==> src/rtl/clk_div_pkg.sv <==
// rtl/clk_div_pkg.sv - shared types and constants for the programmable clock divider
package clk_div_pkg;
    localparam int DIV_W_DEFAULT = 8;
    localparam int MIN_RATIO     = 2;

    typedef enum logic [1:0] {
        IDLE,
        RUN,
        STOPPING
    } state_t;
endpackage

==> src/rtl/clk_div_gen_if.sv <==
// rtl/clk_div_gen_if.sv - ratio configuration channel (valid/ready plus sticky error)
interface clk_div_gen_if #(
    parameter int DIV_W = clk_div_pkg::DIV_W_DEFAULT
);
    logic [DIV_W-1:0] ratio_in;
    logic             ratio_valid;
    logic             ratio_ready;
    logic             cfg_err;

    modport master (
        output ratio_in,
        output ratio_valid,
        input  ratio_ready,
        input  cfg_err
    );

    modport slave (
        input  ratio_in,
        input  ratio_valid,
        output ratio_ready,
        output cfg_err
    );
endinterface

==> src/rtl/clk_div_shadow.sv <==
// rtl/clk_div_shadow.sv - one-entry pending ratio register with clamp and sticky error
module clk_div_shadow
    import clk_div_pkg::*;
#(
    parameter int DIV_W = DIV_W_DEFAULT
) (
    input  logic             clk_in,
    input  logic             rst,
    clk_div_gen_if.slave     cfg,
    input  logic             bypass,
    input  logic             consume,
    output logic             accept,
    output logic [DIV_W-1:0] ratio_clamped,
    output logic             pending_valid,
    output logic [DIV_W-1:0] pending_ratio
);
    logic ready_en;
    logic err_q;
    logic too_low;

    assign too_low         = cfg.ratio_in < DIV_W'(MIN_RATIO);
    assign ratio_clamped   = too_low ? DIV_W'(MIN_RATIO) : cfg.ratio_in;
    assign cfg.ratio_ready = ready_en && !pending_valid;
    assign accept          = cfg.ratio_valid && cfg.ratio_ready;
    assign cfg.cfg_err     = err_q;

    // A bypassed accept is consumed directly by the divider and never occupies the slot
    always_ff @(posedge clk_in) begin
        if (rst) begin
            ready_en      <= 1'b0;
            err_q         <= 1'b0;
            pending_valid <= 1'b0;
            pending_ratio <= '0;
        end else begin
            ready_en <= 1'b1;
            if (accept && too_low) begin
                err_q <= 1'b1;
            end
            if (accept && !bypass) begin
                pending_valid <= 1'b1;
                pending_ratio <= ratio_clamped;
            end else if (consume) begin
                pending_valid <= 1'b0;
            end
        end
    end
endmodule

==> src/rtl/clk_div_gen.sv <==
// rtl/clk_div_gen.sv - glitch-free programmable integer clock divider with registered output
module clk_div_gen
    import clk_div_pkg::*;
#(
    parameter int DIV_W         = DIV_W_DEFAULT,
    parameter int DEFAULT_RATIO = 2
) (
    input  logic         clk_in,
    input  logic         rst,
    input  logic         en,
    clk_div_gen_if.slave cfg,
    output logic         clk_out,
    output logic         tick,
    output logic         active
);
    state_t           state_q, state_d;
    logic [DIV_W-1:0] cnt_q, cnt_d;
    logic [DIV_W-1:0] ratio_q, ratio_d;
    logic [DIV_W-1:0] high_len;
    logic [DIV_W-1:0] ratio_clamped;
    logic [DIV_W-1:0] pending_ratio;
    logic             pending_valid;
    logic             accept;
    logic             bypass;
    logic             consume;
    logic             wrap;
    logic             clk_d;
    logic             tick_d;

    clk_div_shadow #(.DIV_W(DIV_W)) u_shadow (
        .clk_in        (clk_in),
        .rst           (rst),
        .cfg           (cfg),
        .bypass        (bypass),
        .consume       (consume),
        .accept        (accept),
        .ratio_clamped (ratio_clamped),
        .pending_valid (pending_valid),
        .pending_ratio (pending_ratio)
    );

    // Odd ratios give the spare cycle to the high phase
    assign high_len = (ratio_q >> 1) + {{(DIV_W-1){1'b0}}, ratio_q[0]};
    assign wrap     = (state_q != IDLE) && (cnt_q == ratio_q - DIV_W'(1));
    assign bypass   = (state_q == IDLE) && en;
    assign consume  = pending_valid && ((state_q == IDLE) || wrap);

    always_comb begin
        state_d = state_q;
        cnt_d   = cnt_q;
        ratio_d = ratio_q;
        clk_d   = 1'b0;
        tick_d  = 1'b0;
        if (consume) begin
            ratio_d = pending_ratio;
        end
        unique case (state_q)
            IDLE: begin
                cnt_d = '0;
                if (en) begin
                    state_d = RUN;
                    clk_d   = 1'b1;
                    tick_d  = 1'b1;
                    if (accept) begin
                        ratio_d = ratio_clamped;
                    end
                end
            end
            RUN, STOPPING: begin
                if (wrap) begin
                    cnt_d  = '0;
                    clk_d  = 1'b1;
                    tick_d = 1'b1;
                end else begin
                    cnt_d = cnt_q + DIV_W'(1);
                    clk_d = (cnt_q + DIV_W'(1)) < high_len;
                end
                // Stopping only ends on a wrap, after the full low phase has been emitted
                if (en) begin
                    state_d = RUN;
                end else if (state_q == STOPPING && wrap) begin
                    state_d = IDLE;
                    clk_d   = 1'b0;
                    tick_d  = 1'b0;
                end else begin
                    state_d = STOPPING;
                end
            end
            default: begin
                state_d = IDLE;
                cnt_d   = '0;
            end
        endcase
    end

    always_ff @(posedge clk_in) begin
        if (rst) begin
            state_q <= IDLE;
            cnt_q   <= '0;
            ratio_q <= DIV_W'(DEFAULT_RATIO);
            clk_out <= 1'b0;
            tick    <= 1'b0;
            active  <= 1'b0;
        end else begin
            state_q <= state_d;
            cnt_q   <= cnt_d;
            ratio_q <= ratio_d;
            clk_out <= clk_d;
            tick    <= tick_d;
            active  <= (state_d != IDLE);
        end
    end
endmodule

==> src/flat_wrapper.sv <==
// flat-port wrapper written by rule: the top's interface ports become plain ports
module clk_div_gen_flat import clk_div_pkg::*;
#(
    parameter int DIV_W         = DIV_W_DEFAULT,
    parameter int DEFAULT_RATIO = 2
)
  (clk_in, rst, en, clk_out, tick, active, cfg_ratio_in, cfg_ratio_valid, cfg_ratio_ready, cfg_cfg_err);
  clk_div_gen_if #(.DIV_W(DIV_W)) cfg_i ();
  input  logic clk_in;
  input  logic rst;
  input  logic en;
  output logic clk_out;
  output logic tick;
  output logic active;
  input wire logic [$bits(cfg_i.ratio_in)-1:0] cfg_ratio_in;
  input wire logic [$bits(cfg_i.ratio_valid)-1:0] cfg_ratio_valid;
  output wire logic [$bits(cfg_i.ratio_ready)-1:0] cfg_ratio_ready;
  output wire logic [$bits(cfg_i.cfg_err)-1:0] cfg_cfg_err;
  assign cfg_i.ratio_in = cfg_ratio_in;
  assign cfg_i.ratio_valid = cfg_ratio_valid;
  assign cfg_ratio_ready = cfg_i.ratio_ready;
  assign cfg_cfg_err = cfg_i.cfg_err;
  clk_div_gen #(.DIV_W(DIV_W), .DEFAULT_RATIO(DEFAULT_RATIO)) u_core (.clk_in(clk_in), .rst(rst), .en(en), .cfg(cfg_i), .clk_out(clk_out), .tick(tick), .active(active));
endmodule
==> config.mk <==
export PLATFORM = sky130hd
export DESIGN_NAME = clk_div_gen_flat
export DESIGN_NICKNAME = d
export VERILOG_FILES = /design/src/rtl/clk_div_pkg.sv /design/src/rtl/clk_div_gen_if.sv /design/src/rtl/clk_div_shadow.sv /design/src/rtl/clk_div_gen.sv /design/src/flat_wrapper.sv
export SDC_FILE = /design/constraint.sdc
export NUM_CORES = 1
export LEC_CHECK = 0
export ABC_AREA = 1
export CORE_UTILIZATION = 40
export CTS_CLUSTER_DIAMETER = 30
export DETAILED_ROUTE_END_ITERATION = 16
export PLACE_DENSITY = 0.63
export SLEW_MARGIN = 20
export SYNTH_ARGS = -nofsm -noshare
export SYNTH_HDL_FRONTEND = slang
export SYNTH_SLANG_ARGS = --single-unit
==> constraint.sdc <==
create_clock -name clk_in -period 2.45 [get_ports clk_in]
set_input_delay 0.49 -clock clk_in [delete_from_list [all_inputs] [get_ports clk_in]]
set_output_delay 0.49 -clock clk_in [all_outputs]
set_load 0.02 [all_outputs]
**Word level (Yosys, flattened, before mapping)**

Cells that the tools add are included.

- Register bits: 32
- Bits of input ports: 12
- Output and inout port bits: 5
- Logic and storage cells: 57

- Add/sub/neg operators: 3
- $lt $le $gt $ge: 2
- Equal/unequal tests: 3
- Muxes and demuxes: 21
- Bitwise gates (word level): 1
- Reduce and logical (&&, ||, !) cells: 17

Operators by type and width:

| operator | number |
|---|---|
| $mux 8 | 5 |
| $mux 1 | 10 |
| $add 7x1->8 | 1 |
| $add 8x1->8 const B | 1 |
| $eq 8x8->1 | 1 |
| $logic_and 1x1->1 | 8 |
| $lt 8x2->1 const B | 1 |
| $lt 8x8->1 | 1 |
| $sub 8x1->8 const B | 1 |
| $mux 2 | 3 |
| $reduce_bool 2->1 | 3 |
| $pmux 1 s2 | 2 |
| $pmux 2 s2 | 1 |
| $reduce_or 3->1 | 1 |
| $eq 2x1->1 const B | 1 |
| $eq 2x2->1 const B | 1 |
| $logic_not 1->1 | 2 |
| $logic_not 2->1 | 1 |
| $reduce_or 2->1 | 1 |
| $logic_or 1x1->1 | 1 |
| $not 1->1 | 1 |

**Depth between registers and ports, before layout**

Gate-level depths: netlist of the first run.

- Depth in word-level cells: 9
- Gate-level depth with buffers: 15
- Mapped depth without buffers: 14

**Modules after synthesis**

A second synthesis of the first run with hierarchy kept.

- Cells, all modules: 317
- Area total of the unflattened synthesis: 2097.0 sq um

Modules (own cells, without submodules):

| module | instances | cells each | area each (sq um) | sequential area each (sq um) |
|---|---|---|---|---|
| clk_div_gen | 1 | 249 | 1632.8 | 420.4 |
| clk_div_shadow | 1 | 68 | 464.2 | 220.2 |

**Worst setup path before layout of the first run**

OpenSTA, ideal clock, no wires.

- Path type: register to register
- Start point: reg u_core.ratio_q[0]
- End point: reg u_core.ratio_q[2]
- Setup time: 0.117 ns
- Arrival time: 1.766 ns
- Required time: 2.333 ns
- Setup slack: 0.566 ns
- Cell stages (with the launch flop): 14
- Path buffers: 1
- Clock period less this slack: 1.884 ns
- Path through: dfxtp_1 > inv_1 > ha_1 > inv_1 > or2_1 > a21oi_1 > nand2_1 > nor2_2 > nand3_2 > nand2_4 > buf_8 > a21oi_1 > nor2_1 > nor2_1

- Word-level cells in the longest chain between the ends: 9

Ends and longest elaborated chain:

| element | RTL line | source |
|---|---|---|
| start: declaration | clk_div_gen.sv:18 | `logic [DIV_W-1:0] ratio_q, ratio_d;` |
| start signal: assignment | clk_div_gen.sv:100 | `ratio_q <= DIV_W'(DEFAULT_RATIO);` |
| start signal: assignment | clk_div_gen.sv:107 | `ratio_q <= ratio_d;` |
| $sub 8x1->8 (*) | clk_div_gen.sv:44 | `assign wrap = (state_q != IDLE) && (cnt_q == ratio_q - DIV_W'(1));` |
| $eq 8x8->1 (*) | clk_div_gen.sv:44 |  |
| $logic_and 1x1->1 (*) | clk_div_gen.sv:44 |  |
| $logic_or 1x1->1 (*) | clk_div_gen.sv:46 | `assign consume = pending_valid && ((state_q == IDLE) \|\| wrap);` |
| $logic_and 1x1->1 (*) | clk_div_gen.sv:46 |  |
| $mux 8 (*) | clk_div_gen.sv:54 | `if (consume) begin` |
| $mux 8 | clk_div_gen.sv:64 | `if (accept) begin` |
| $mux 8 | clk_div_gen.sv:60 | `if (en) begin` |
| $mux 8 (*) | clk_div_gen.sv:57 | `unique case (state_q)` |

Mark *: on every way between the ends. The rest lies on a longest branch, timed or not.
A chain may end at the register's enable or synchronous reset.

**Worst setup path after layout of the first run**

- Start point: reg u_core.ratio_q[0]
- End point: reg u_core.cnt_q[7]

- Word-level cells in the longest chain between the ends: 4

Ends and longest elaborated chain:

| element | RTL line | source |
|---|---|---|
| $sub 8x1->8 | clk_div_gen.sv:44 |  |
| $eq 8x8->1 | clk_div_gen.sv:44 |  |
| $logic_and 1x1->1 | clk_div_gen.sv:44 |  |
| $reduce_or 3->1 (no source line) | n/a |  |
| end signal: assignment | clk_div_gen.sv:106 | `cnt_q <= cnt_d;` |
| end: declaration | clk_div_gen.sv:17 | `logic [DIV_W-1:0] cnt_q, cnt_d;` |

Every way passes these cells.

==> results of run 1 <==
[area by class of cell]
type	instances	area share [%]
Multi-Input combinational cell	210	49.9
Sequential cell	32	28.5
Timing Repair Buffer	18	7.80
Inverter	38	6.35
Tap cell	67	3.73
Clock buffer	5	3.07
Clock inverter	2	0.557
[metrics by stage]
step	worst slack [ns]	utilization, %
6_report	0.347	47.5
3_3_place_gp	0.333	45.8
3_5_place_dp	0.309	45.8
5_1_grt	0.186	47.5
2_1_floorplan	0.566	-
4_1_cts	0.356	47.5
[final timing paths]
check                                                         startpoint                                        to  slack [ns]
worst min register to register  u_core.u_shadow.cfg.cfg_err$_SDFFE_PP0P_  u_core.u_shadow.cfg.cfg_err$_SDFFE_PP0P_        0.47
worst max register to register              u_core.ratio_q[0]$_SDFF_PP0_                u_core.cnt_q[7]$_SDFF_PP0_        0.35
worst max-delay path                        u_core.ratio_q[0]$_SDFF_PP0_                u_core.cnt_q[7]$_SDFF_PP0_        0.35
worst min-delay path            u_core.u_shadow.cfg.cfg_err$_SDFFE_PP0P_  u_core.u_shadow.cfg.cfg_err$_SDFFE_PP0P_        0.47
[Yosys cell counts, drive strengths merged]
cell,number
a211oi,1
a21oi,17
a31oi,1
buf,5
clkbuf,3
dfxtp,32
ha,14
inv,38
nand2,49
nand3,25
nand3b,1
nand4,4
nor2,57
nor3,3
nor4,1
o21ai,21
or2,1
xnor2,5
xor2,10
[worst register-to-register path, stage by stage (launching register included)]
cell and delay, ns:
dfxtp_1 0.37, inv_1 0.11, ha_1 0.33, inv_1 0.06, or2_1 0.20, a21oi_1 0.14
nand2_1 0.10, nor2_2 0.14, nand4_1 0.16, nand3_1 0.31, nor2_1 0.08
[state kept, by name, summed over array words and instances (netlist names)]
signal,count
u_core.ratio_q,8
u_core.state_q,2
u_core.u_shadow.pending_ratio,8
u_core.u_shadow.cfg.cfg_err,1
u_core.tick,1
u_core.clk_out,1
u_core.cnt_q,8
u_core.u_shadow.pending_valid,1
u_core.u_shadow.ready_en,1
u_core.active,1
[power groups by stage]
| stage | combinational (uW) | sequential [uW] | clock, uW |
|---|---|---|---|
| finish | 376 | 597 | 398 |
| floorplan | 283 | 611 | 0 |
| global placement | 373 | 608 | 0 |
| global route | 435 | 603 | 440 |
| detailed placement | 378 | 609 | 0 |
| CTS | 379 | 597 | 410 |
[cells in the final DEF, fill, tap and decap left out, types with 2 or more instances in the layout]
| cell type | synthesis | routed |
|---|---|---|
| nand2_1 | 47 | 47 |
| nand4_1 | 4 | 4 |
| nand3_2 | 2 | 2 |
| dfxtp_1 | 32 | 32 |
| clkdlybuf4s50_1 | 0 | 16 |
| o21ai_0 | 19 | 19 |
| buf_4 | 2 | 2 |
| nor3_1 | 3 | 3 |
| a21oi_1 | 17 | 17 |
| inv_1 | 37 | 37 |
| ha_1 | 14 | 14 |
| xnor2_1 | 5 | 5 |
| nor2_1 | 54 | 54 |
| nor2_2 | 3 | 3 |
| xor2_1 | 10 | 10 |
| o21ai_1 | 2 | 2 |
| clkbuf_8 | 0 | 5 |
| nand3_1 | 23 | 23 |
[cells by family (layout without fill, tap and decap cells)]
group	after synthesis	after routing	share of synthesized area (%)
flip-flops	32	32	32.5
AND/OR/NAND/NOR	141	141	31.0
buffers and inverters	46	63	10.5
XOR/XNOR	15	15	6.67
adder cells (fa/ha/maj)	14	14	8.90
AO/OA/AOI/OAI	40	40	10.4
[metal layers]
metal	up-vias	GRT usage, %
li1	947	-
met1	742	24.2
met2	39	26.4
met3	4	5.00
met4	0	6.54
met5	-	0
==> impl_metrics.env, run 1 <==
export IMPL_nFillCells=514
export IMPL_grt_max_degree=18
export IMPL_ys_types=27
export IMPL_seq_area_sq_um=641
export IMPL_row_count=25
export IMPL_combPwrFrac_pct=27.4
export IMPL_p_sw_share_pct=34.2
export IMPL_routedWlPerCell_um=11.0
export IMPL_path_cells="inv_1 > ha_1 > inv_1 > or2_1 > a21oi_1 > nand2_1 > nor2_2 > nand4_1 > nand3_1 > nor2_1"
export IMPL_crit_required_ns=2.62
export IMPL_die_x_um=72.1
export IMPL_route_met2_wl_um=1770
export IMPL_critPathSlowestCell="dfxtp_1"
export IMPL_criticalPathCategory="register to register"
export IMPL_internal_power_uw=902
export IMPL_synthCells=288
export IMPL_r2r_cells=10
export IMPL_num_vias=1732
export IMPL_clkPwrFrac_pct=29.0
export IMPL_synth_largest_area_cell="dfxtp_1"
export IMPL_area_growth_syn_to_layout_pct=14.0
export IMPL_switchingPower_uw=468
export IMPL_antenna_found_initial=0
export IMPL_cts_sinks=32
export IMPL_cp_max_fo=8
export IMPL_min_path_cells=2
export IMPL_htreeDepth=2
export IMPL_wl_met1_um=2110
export IMPL_status="complete, no violations"
export IMPL_finalPower_uw=1370
export IMPL_totalWireLength_um=4100
export IMPL_rsz0062_at_grt="no"
export IMPL_synth_seq_area_share_pct=32.5
export IMPL_fin_area_sq_mm=0.00224
export IMPL_die_area_sq_mm=0.00520
export IMPL_numCtsBuffers=5
export IMPL_multi_input_area_sq_mm=0.00112
export IMPL_timing_hold_ws_ns=0.474
export IMPL_cts_root_buffer="clkbuf_8"
export IMPL_cp_arrival_ns=2.27
export IMPL_top_layer="met4"
export IMPL_start_kind="register"
export IMPL_cts_resized=0
export IMPL_syn_area_per_cell_sq_um=6.83
export IMPL_dp_hpwl_um=3180
export IMPL_die_h_um=72.1
export IMPL_path_buf_inv=2
export IMPL_synth_top_cell_area_share_pct=32.5
export IMPL_final_hold_viol_count=0
export IMPL_clk_latency_ns=0.29
export IMPL_nNetsFinal=331
export IMPL_ant_nets=0
export IMPL_ys_top_cells_by_area="dfxtp_1 (33%), nor2_1 (10%), nand2_1 (9.0%)"
export IMPL_viasPerCell=4.66
export IMPL_hold_class="register to register"
export IMPL_min_period_ns=2.10
export IMPL_slowest_delay_ns=0.37
export IMPL_grt_pass1_vias=1540
export IMPL_drive_gt1_share_pct=5.57
export IMPL_finalWeightedCongestion=0.816
export IMPL_netlist_area_sq_mm=0.00197
export IMPL_wl_met3_um=174
export IMPL_placedCellCount=365
export IMPL_dr_pass1_iters=4
export IMPL_path_clk_slew_ns=0.07
export IMPL_crit_path_frequent_cell="inv_1"
export IMPL_vdd_drop_max_v=0.000303
export IMPL_timing_slew_headroom_pct=62.3
export IMPL_dpl_cell_area_sq_mm=0.00216
export IMPL_start_util_pct=41.7
export IMPL_grt_pass1_wl_um=7060
export IMPL_critPathTopFamily="simple AND/OR/NAND/NOR gates"
export IMPL_syn_nets=314
export IMPL_num_antenna_cells=0
export IMPL_power_density_mw_per_mm2=611
export IMPL_fmax_mhz=475
export IMPL_slew_viol_final=0
export IMPL_ys_ff_latch=32
export IMPL_grt_overflow=0
export IMPL_core_area_sq_mm=0.00472
export IMPL_portBuffers=16
export IMPL_drc_errors=0
export IMPL_cellLeakagePower_uw=0.00105
export IMPL_cts_buffer_depth=2
export IMPL_cts_setup_buffers=0
export IMPL_holdBufCountCts=0
export IMPL_seqPwrFrac_pct=43.5
export IMPL_final_cells=372
export IMPL_yosys_warnings=0
export IMPL_drt_iter0_drc=86
export IMPL_cp_depth=10
export IMPL_skew_ns=0.00549
export IMPL_drv_cap=0
export IMPL_worst_slew_pin_slew_ns=0.561
export IMPL_setup_viol=0
export IMPL_num_io_pins=17
export IMPL_cts_tree="done"
export IMPL_tns_ns=0
export IMPL_crit_path_end_kind="register"
export IMPL_grt_total_usage_pct=17.7
export IMPL_period_share_pct=85.9
No activity file was read; power rests on OpenSTA's default activity.
==> run 2, diff against run 1 <==
--- a/config.mk
+++ b/config.mk
@@ -10,7 +10,7 @@
 export CTS_CLUSTER_DIAMETER = 30
 export DETAILED_ROUTE_END_ITERATION = 16
 export PLACE_DENSITY = 0.63
-export SLEW_MARGIN = 20
+export SLEW_MARGIN = 15
 export SYNTH_ARGS = -nofsm -noshare
 export SYNTH_HDL_FRONTEND = slang
 export SYNTH_SLANG_ARGS = --single-unit
==> results of run 2 <==
Final layout, timing and power as in run 1 (identical DEF).
==> run 3, diff against run 2 <==
--- a/config.mk
+++ b/config.mk
@@ -6,10 +6,11 @@
 export NUM_CORES = 1
 export LEC_CHECK = 0
 export ABC_AREA = 1
-export CORE_UTILIZATION = 40
+export CORE_UTILIZATION = 57
 export CTS_CLUSTER_DIAMETER = 30
 export DETAILED_ROUTE_END_ITERATION = 16
-export PLACE_DENSITY = 0.63
+export PLACE_DENSITY = 0.83
+export REMOVE_ABC_BUFFERS = 1
 export SLEW_MARGIN = 15
 export SYNTH_ARGS = -nofsm -noshare
 export SYNTH_HDL_FRONTEND = slang
==> impl_metrics.env, run 3 (synthesis gave the netlist of run 1 again) <==
export IMPL_period_share_pct=85.6
export IMPL_crit_required_ns=2.67
export IMPL_path_buf_inv=2
export IMPL_clk_latency_ns=0.34
export IMPL_mostFrequentLayoutCell="nor2_1"
export IMPL_routedWlPerCell_um=11.2
export IMPL_cts_setup_buffers=0
export IMPL_dp_hpwl_um=3110
export IMPL_fmax_mhz=477
export IMPL_combPwrFrac_pct=28.8
export IMPL_totalWireLength_um=3920
export IMPL_holdBufCountCts=0
export IMPL_fin_area_sq_mm=0.00220
export IMPL_finalPower_uw=1300
export IMPL_cts_sinks=32
export IMPL_nNetsFinal=331
export IMPL_start_kind="register"
export IMPL_die_h_um=60.8
export IMPL_start_util_pct=62.4
export IMPL_timing_slew_headroom_pct=61.6
export IMPL_ant_nets=0
export IMPL_met2_usage_pct=41.0
export IMPL_cp_max_fo=8
export IMPL_grt_pass1_vias=1573
export IMPL_dpl_cell_area_sq_mm=0.00213
export IMPL_busiest_layer="met2"
export IMPL_grt_pass1_wl_um=6580
export IMPL_num_vias=1791
export IMPL_cp_arrival_ns=2.32
export IMPL_finalWeightedCongestion=0.922
export IMPL_num_io_pins=17
export IMPL_grt_total_usage_pct=24.5
export IMPL_drc_errors=0
export IMPL_numCtsBuffers=5
export IMPL_hold_class="register to register"
export IMPL_portBuffers=16
export IMPL_reg_top3="u_core.cnt_q x8, u_core.ratio_q x8, u_core.u_shadow.pending_ratio x8"
export IMPL_slowest_delay_ns=0.38
export IMPL_power_density_mw_per_mm2=592
export IMPL_cts_resized=0
export IMPL_slew_viol_final=0
export IMPL_critPathSlowestCell="dfxtp_1"
export IMPL_crit_path_frequent_cell="inv_1"
export IMPL_row_count=20
export IMPL_worst_slew_pin_slew_ns=0.570
export IMPL_internal_power_uw=850
export IMPL_min_path_cells=1
export IMPL_dr_pass1_iters=4
export IMPL_crit_path_end_kind="register"
export IMPL_met1_usage_pct=29.4
export IMPL_cts_buffer_depth=2
export IMPL_clkPwrFrac_pct=25.3
export IMPL_antenna_found_initial=0
export IMPL_post_place_ws_ns=0.396
export IMPL_grt_overflow=0
export IMPL_p_sw_share_pct=34.6
export IMPL_drt_iter0_drc=54
export IMPL_nFillCells=293
export IMPL_viasPerCell=5.12
export IMPL_vdd_drop_max_v=0.000336
export IMPL_met3_usage_pct=6.61
export IMPL_critPathTopFamily="simple AND/OR/NAND/NOR gates"
export IMPL_rsz0062_at_grt="no"
export IMPL_finalWorstSetupSlack_ns=0.353
export IMPL_cts_root_buffer="clkbuf_4"
export IMPL_cts_tree="done"
export IMPL_cellLeakagePower_uw=0.00104
export IMPL_switchingPower_uw=451
export IMPL_grt_max_degree=18
export IMPL_num_antenna_cells=0
export IMPL_path_clk_slew_ns=0.11
export IMPL_cp_depth=10
export IMPL_tns_ns=0
export IMPL_timing_hold_ws_ns=0.528
export IMPL_r2r_cells=10
export IMPL_drive_gt1_share_pct=5.56
export IMPL_die_x_um=60.8
export IMPL_skew_ns=0.0117
export IMPL_seqPwrFrac_pct=45.9
export IMPL_htreeDepth=2
export IMPL_core_area_sq_mm=0.00315
export IMPL_min_period_ns=2.10
export IMPL_final_cell_mix="nor2_1 (54), nand2_1 (47), inv_1 (37)"
export IMPL_criticalPathCategory="register to register"
export IMPL_final_hold_viol_count=0
export IMPL_setup_viol=0
export IMPL_die_area_sq_mm=0.00369
export IMPL_status="complete, no violations"
export IMPL_drv_cap=0
export IMPL_area_growth_syn_to_layout_pct=11.6
export IMPL_path_cells="inv_1 > ha_1 > inv_1 > or2_1 > a21oi_1 > nand2_1 > nor2_2 > nand4_1 > nand3_1 > nor3_1"
==> run 3: worst paths after layout <==
check	start	to	slack, ns
max	u_core.ratio_q[0]$_SDFF_PP0_	u_core.cnt_q[2]$_SDFF_PP0_	0.35
min	u_core.cnt_q[0]$_SDFF_PP0_	u_core.cnt_q[0]$_SDFF_PP0_	0.53
max reg2reg	u_core.ratio_q[0]$_SDFF_PP0_	u_core.cnt_q[2]$_SDFF_PP0_	0.35
min reg2reg	u_core.cnt_q[0]$_SDFF_PP0_	u_core.cnt_q[0]$_SDFF_PP0_	0.53
==> run 3: layout make-up <==
cell class              instances  area (sq um)  share of cell area, %
multi-input cells             210          1120                   51.0
inverters                      38           143                   6.49
clock inverters                 1          7.51                  0.342
well taps                      44          55.1                   2.51
clock buffers                   7          55.1                   2.51
repair buffers                 18           175                   7.97
flip-flops and latches         32           641                   29.2
==> run 3: layer usage <==
layer	share of wire, %	wire length, um
met3	4.2	164
met1	47	1860
met2	46	1800
met5	0	0
met4	2.5	97
==> run 3: per-stage QoR <==
stage	instances	util, %
after global placement	342	67.7
final	350	69.7
after global routing	350	69.7
after detailed placement	342	67.7
after floorplan	280	-
after CTS	350	69.7
==> run 3: power groups by stage <==
stage | combinational [uW] | clock (uW) | sequential (uW)
floorplan | 252 | 0 | 618
global placement | 363 | 0 | 607
detailed placement | 375 | 0 | 609
CTS | 376 | 337 | 597
global route | 427 | 360 | 602
finish | 375 | 329 | 597
==> edit 1 (config.mk and constraints of run 1) <==
Set the package constant `DIV_W_DEFAULT` to 10 (it was 8).
--- a/src/rtl/clk_div_pkg.sv
+++ b/src/rtl/clk_div_pkg.sv
@@ -1,6 +1,6 @@
 // rtl/clk_div_pkg.sv - shared types and constants for the programmable clock divider
 package clk_div_pkg;
-    localparam int DIV_W_DEFAULT = 8;
+    localparam int DIV_W_DEFAULT = 10;
     localparam int MIN_RATIO     = 2;
 
     typedef enum logic [1:0] {
Interface: changed (resized cfg_ratio_in); port bits go from 17 to 19. No check against the original RTL was run, so the function may have changed too.
==> edit 1 against run 1 <==
Wire length is 25% higher. Design area is 22% higher. Worst setup slack worse by 0.16 ns. Core utilization is 0.94 points higher. Area after synthesis is 22% higher. Total power is 27% higher. Via count is 25% higher. Sequential cell count is 6 higher. Critical path type unchanged. Highest routed layer unchanged.
==> edit 1: results (changes against run 1) <==
----------------------------------------------------
[Global routing]
  Global routing usage on met1 ... 0.236 (was 0.242)
  Global-route wire length before repair ... 9160 um (was 7060 um)
  Vias in the first global route ... 2045 (was 1540)
  Global Route met2 Usage ... 0.300 (was 0.264)
  Global router's overall resource usage ... 0.187 (was 0.177)

[Final layout]
  Comb_multi_in ... 266 (was 210)
  Register area ... 761 sq um (was 641 sq um)
  Area share of buffers outside the clock network ... 0.0769 (was 0.0780)
  Number of buffers other than clock buffers in the final layout ... 22 (was 18)
  Largest regs ... u_core.cnt_q x10, u_core.ratio_q x10, u_core.u_shadow.pending_ratio x10 (was u_core.cnt_q x8, u_core.ratio_q x8, u_core.u_shadow.pending_ratio x8)
  Fill count ... 589 (was 514)
  Layout Cells excl Fill ... 456 (was 372)
  Multi-input logic area ... 1400 sq um (was 1120 sq um)

[Place]
  Dpl cell area ... 2650 sq um (was 2160 sq um)
  Placed insts ... 449 (was 365)
  Global placer's final weighted congestion ... 0.880 (was 0.816)
  Number of buffer cells added on primary ports ... 18 (was 16)

[Synthesis]
  Yosys reg bits ... 38 (was 32)
  Number of nets in the synthesized netlist ... 395 (was 314)
  Synth Area in Compound Gates ... 0.0999 (was 0.104)
  Synth Instances ... 364 (was 288)
  Post-synthesis share of cell area spent on full adders, half adders and majority gates ... 0.0884 (was 0.0890)

[Status]
  Run status ... completed (unchanged)

[Worst setup path]
  Source of the worst register-to-register timing path ... u_core.cnt_q[2] (was u_core.ratio_q[0])
  Max incr delay on CP ... 0.43 ns (was 0.37 ns)
  Critical-path maximum fanout ... 5 (was 8)
  FF-to-FF End ... u_core.clk_out (was u_core.cnt_q[7])

[Route]
  Total routed wire length on the met1 layer ... 2580 um (was 2110 um)

[Power]
  Clock Power Share ... 0.243 (was 0.290)
  Maximum ir drop on the vdd rail ... 0.294 mV (was 0.303 mV)
  Combinational fraction of design power ... 0.342 (was 0.274)
  Combinational gate power ... 0.000595 W (was 0.000376 W)

[STA]
  Final worst hold slack ... 0.458 ns (was 0.474 ns)
  Slew HR ... 0.708 (was 0.623)

----------------------------------------------------
## edit 1: cell types whose count changed in the layout (fill, tap and decap cells not counted), moves of 2 or more
cell	run 1	this run
sky130_fd_sc_hd__buf_4	2	4
sky130_fd_sc_hd__ha_1	14	17
sky130_fd_sc_hd__xnor2_1	5	3
sky130_fd_sc_hd__nand3_1	23	30
sky130_fd_sc_hd__nand2_1	47	73
sky130_fd_sc_hd__xor2_1	10	15
sky130_fd_sc_hd__nor2_1	54	62
sky130_fd_sc_hd__dfxtp_1	32	38
sky130_fd_sc_hd__a21oi_1	17	24
sky130_fd_sc_hd__inv_1	37	48
sky130_fd_sc_hd__clkdlybuf4s50_1	16	18
sky130_fd_sc_hd__clkinv_1	0	2
## edit 1: what timing repair did
item,4_1_cts,5_1_grt
buffers inserted,0,0
endpoints found under the setup margin,0,2
resized for setup,0,1
hold buffers,0,0
==> edit 2 (flow settings as in run 1) <==
Without the edit above. Register the input `en` before use, without a reset. The logic sees it one clock later. The other inputs are not delayed to match.
--- a/src/rtl/clk_div_gen.sv
+++ b/src/rtl/clk_div_gen.sv
@@ -13,6 +13,13 @@
     output logic         tick,
     output logic         active
 );
+
+    logic en_q;
+
+    always_ff @(posedge clk_in) begin
+        en_q <= en;
+    end
+
     state_t           state_q, state_d;
     logic [DIV_W-1:0] cnt_q, cnt_d;
     logic [DIV_W-1:0] ratio_q, ratio_d;
@@ -42,7 +49,7 @@
     // Odd ratios give the spare cycle to the high phase
     assign high_len = (ratio_q >> 1) + {{(DIV_W-1){1'b0}}, ratio_q[0]};
     assign wrap     = (state_q != IDLE) && (cnt_q == ratio_q - DIV_W'(1));
-    assign bypass   = (state_q == IDLE) && en;
+    assign bypass   = (state_q == IDLE) && en_q;
     assign consume  = pending_valid && ((state_q == IDLE) || wrap);
 
     always_comb begin
@@ -57,7 +64,7 @@
         unique case (state_q)
             IDLE: begin
                 cnt_d = '0;
-                if (en) begin
+                if (en_q) begin
                     state_d = RUN;
                     clk_d   = 1'b1;
                     tick_d  = 1'b1;
@@ -76,7 +83,7 @@
                     clk_d = (cnt_q + DIV_W'(1)) < high_len;
                 end
                 // Stopping only ends on a wrap, after the full low phase has been emitted
-                if (en) begin
+                if (en_q) begin
                     state_d = RUN;
                 end else if (state_q == STOPPING && wrap) begin
                     state_d = IDLE;
Check against the original RTL: not equivalent (Yosys sat finds a counterexample within 4 cycles, from zero or initial values and one cycle with rst high).
==> edit 2 against run 1 <==
Total power grew 23%. Worst setup slack gained 0.014 ns. First-iteration DRC count shrank 42%. Wire length grew 1.2%. Design area grew 5.4%. Area after synthesis grew 4.5%. Sequential cell count grew 1. Die area grew 4.3%. Critical path type unchanged. Largest cell class unchanged. Largest power group unchanged.
==> edit 2: results (changes against run 1) <==
----------------------------------------------------
[STA]
  Final worst hold slack ... 0.485 ns (was 0.474 ns)
  Final Skew ... 0.00812 ns (was 0.00549 ns)
  Slew at the pin closest to its max-slew limit ... 0.469 ns (was 0.561 ns)

[Power]
  Switching Fraction ... 0.350 (was 0.342)
  Lkg Pwr ... 1.11 nW (was 1.05 nW)
  Maximum ir drop on the vdd rail ... 0.341 mV (was 0.303 mV)

[Final layout]
  Fill count ... 513 (was 514)
  Final-stage net count ... 343 (was 331)
  Share of post-route cells with drive strength above 1 ... 0.0912 (was 0.0557)

[Synthesis]
  Leading cell types by total area after synthesis ... sky130_fd_sc_hd__dfxtp_1 32%, sky130_fd_sc_hd__nand2_1 9.7%, sky130_fd_sc_hd__nor2_1 9.1% (was sky130_fd_sc_hd__dfxtp_1 33%, sky130_fd_sc_hd__nor2_1 10%, sky130_fd_sc_hd__nand2_1 9.0%)
  Number of nets in the synthesized netlist ... 326 (was 314)
  Top cell types by occurrence after synthesis ... 53 x sky130_fd_sc_hd__nand2_1, 50 x sky130_fd_sc_hd__nor2_1, 40 x sky130_fd_sc_hd__inv_1 (was 54 x sky130_fd_sc_hd__nor2_1, 47 x sky130_fd_sc_hd__nand2_1, 37 x sky130_fd_sc_hd__inv_1)
  Portion of the post-synthesis area used by sequential elements ... 0.321 (was 0.325)

[Global routing]
  Global-route wire length before repair ... 7370 um (was 7060 um)
  Global router's overall resource usage ... 0.178 (was 0.177)

[Place]
  Global placer's final weighted congestion ... 0.791 (was 0.816)
  DPL Wire Length ... 3200 um (was 3180 um)

[Worst setup path]
  Logic depth of the worst register-to-register path ... 11 (was 10)
  Critical-path maximum fanout ... 4 (was 8)
  Max incr delay on CP ... 0.39 ns (was 0.37 ns)
  Critical path arrival ... 2.31 ns (was 2.27 ns)
  Source of the worst register-to-register timing path ... u_core.cnt_q[2] (was u_core.ratio_q[0])

[Route]
  Total Wirelength ... 4140 um (was 4100 um)
  Detailed Route Iter0 Violations ... 50 (was 86)
  Via count ... 1790 (was 1732)

[Status]
  Run status ... completed (unchanged)

----------------------------------------------------
## edit 2: cell types whose count changed after synthesis, sizes merged, moves of 3 or more
cell,run 1,this run
nand2,49,57
xnor2,5,2
inv,38,43
nor2,57,54
## edit 2: power by group through the flow
stage               clock network [W]  registers [W]  logic (W)
floorplan                           0       0.000654   0.000409
global placement                    0       0.000651   0.000508
detailed placement                  0       0.000653   0.000511
CTS                          0.000546       0.000640   0.000513
global route                 0.000571       0.000649   0.000581
finish                       0.000534       0.000639   0.000511
## edit 2: worst min-delay path: stages, from the launching register on
cell and delay (ns):
sky130_fd_sc_hd__dfxtp_1 0.33, sky130_fd_sc_hd__a31oi_1 0.04, sky130_fd_sc_hd__nor2_1 0.08
## edit 2: layer usage
| metal | GRT usage | up-vias | routed length, um | part of all wire |
|---|---|---|---|---|
| met3 | 0.0425 | 10 | 130 | 0.031 |
| met1 | 0.227 | 773 | 2170 | 0.52 |
| met5 | 0 | - | 0 | 0 |
| li1 | - | 982 | - | - |
| met2 | 0.278 | 25 | 1750 | 0.42 |
| met4 | 0.0876 | 0 | 97 | 0.023 |
## edit 2: layout make-up
class | instances | share of cell area
clock buffer | 5 | 0.0291
clock inverter | 3 | 0.0196
inverter | 45 | 0.0719
multi-input combinational | 213 | 0.488
sequential | 33 | 0.279
tap | 67 | 0.0354
timing repair buffer | 19 | 0.0772
## edit 2: what timing repair did
action / CTS / global route
gates resized for setup: 0 / 1
setup endpoints to repair: 0 / 1
hold buffers: 0 / 0
## edit 2: kinds of logic (layout without fill, tap and decap cells)
group / after synthesis / in the layout / share of synthesized area
simple gates: 147 / 147 / 0.314
fa+ha+maj: 14 / 14 / 0.0852
flops: 33 / 33 / 0.321
xor+xnor: 14 / 14 / 0.0596
buf+inv: 54 / 72 / 0.120
compound gates: 38 / 38 / 0.0998
## edit 2: worst max path at each step
stage                    startpoint              to  slack, ns  cells after the start
detailed placement  u_core.cnt_q[0]  u_core.clk_out       0.32                     11
finish              u_core.cnt_q[2]  u_core.clk_out       0.36                     11
global route        u_core.cnt_q[2]  u_core.clk_out       0.04                     11
CTS                 u_core.cnt_q[0]  u_core.clk_out       0.29                     11
floorplan           u_core.cnt_q[2]  u_core.clk_out       0.54                     11
global placement    u_core.cnt_q[0]  u_core.clk_out       0.41                     11
## edit 2: through the flow
stage / worst slack (ns) / utilization / area, sq um / power [W] / std cells
3_5_place_dp: 0.322 / 0.463 / 2250 / 0.00116 / 377
5_1_grt: 0.0440 / 0.488 / 2370 / 0.00180 / 385
6_report: 0.361 / 0.488 / 2370 / 0.00168 / 385
4_1_cts: 0.288 / 0.487 / 2360 / 0.00170 / 385
2_1_floorplan: 0.540 / - / 2060 / 0.00106 / 300
3_3_place_gp: 0.409 / 0.463 / 2250 / 0.00116 / 377
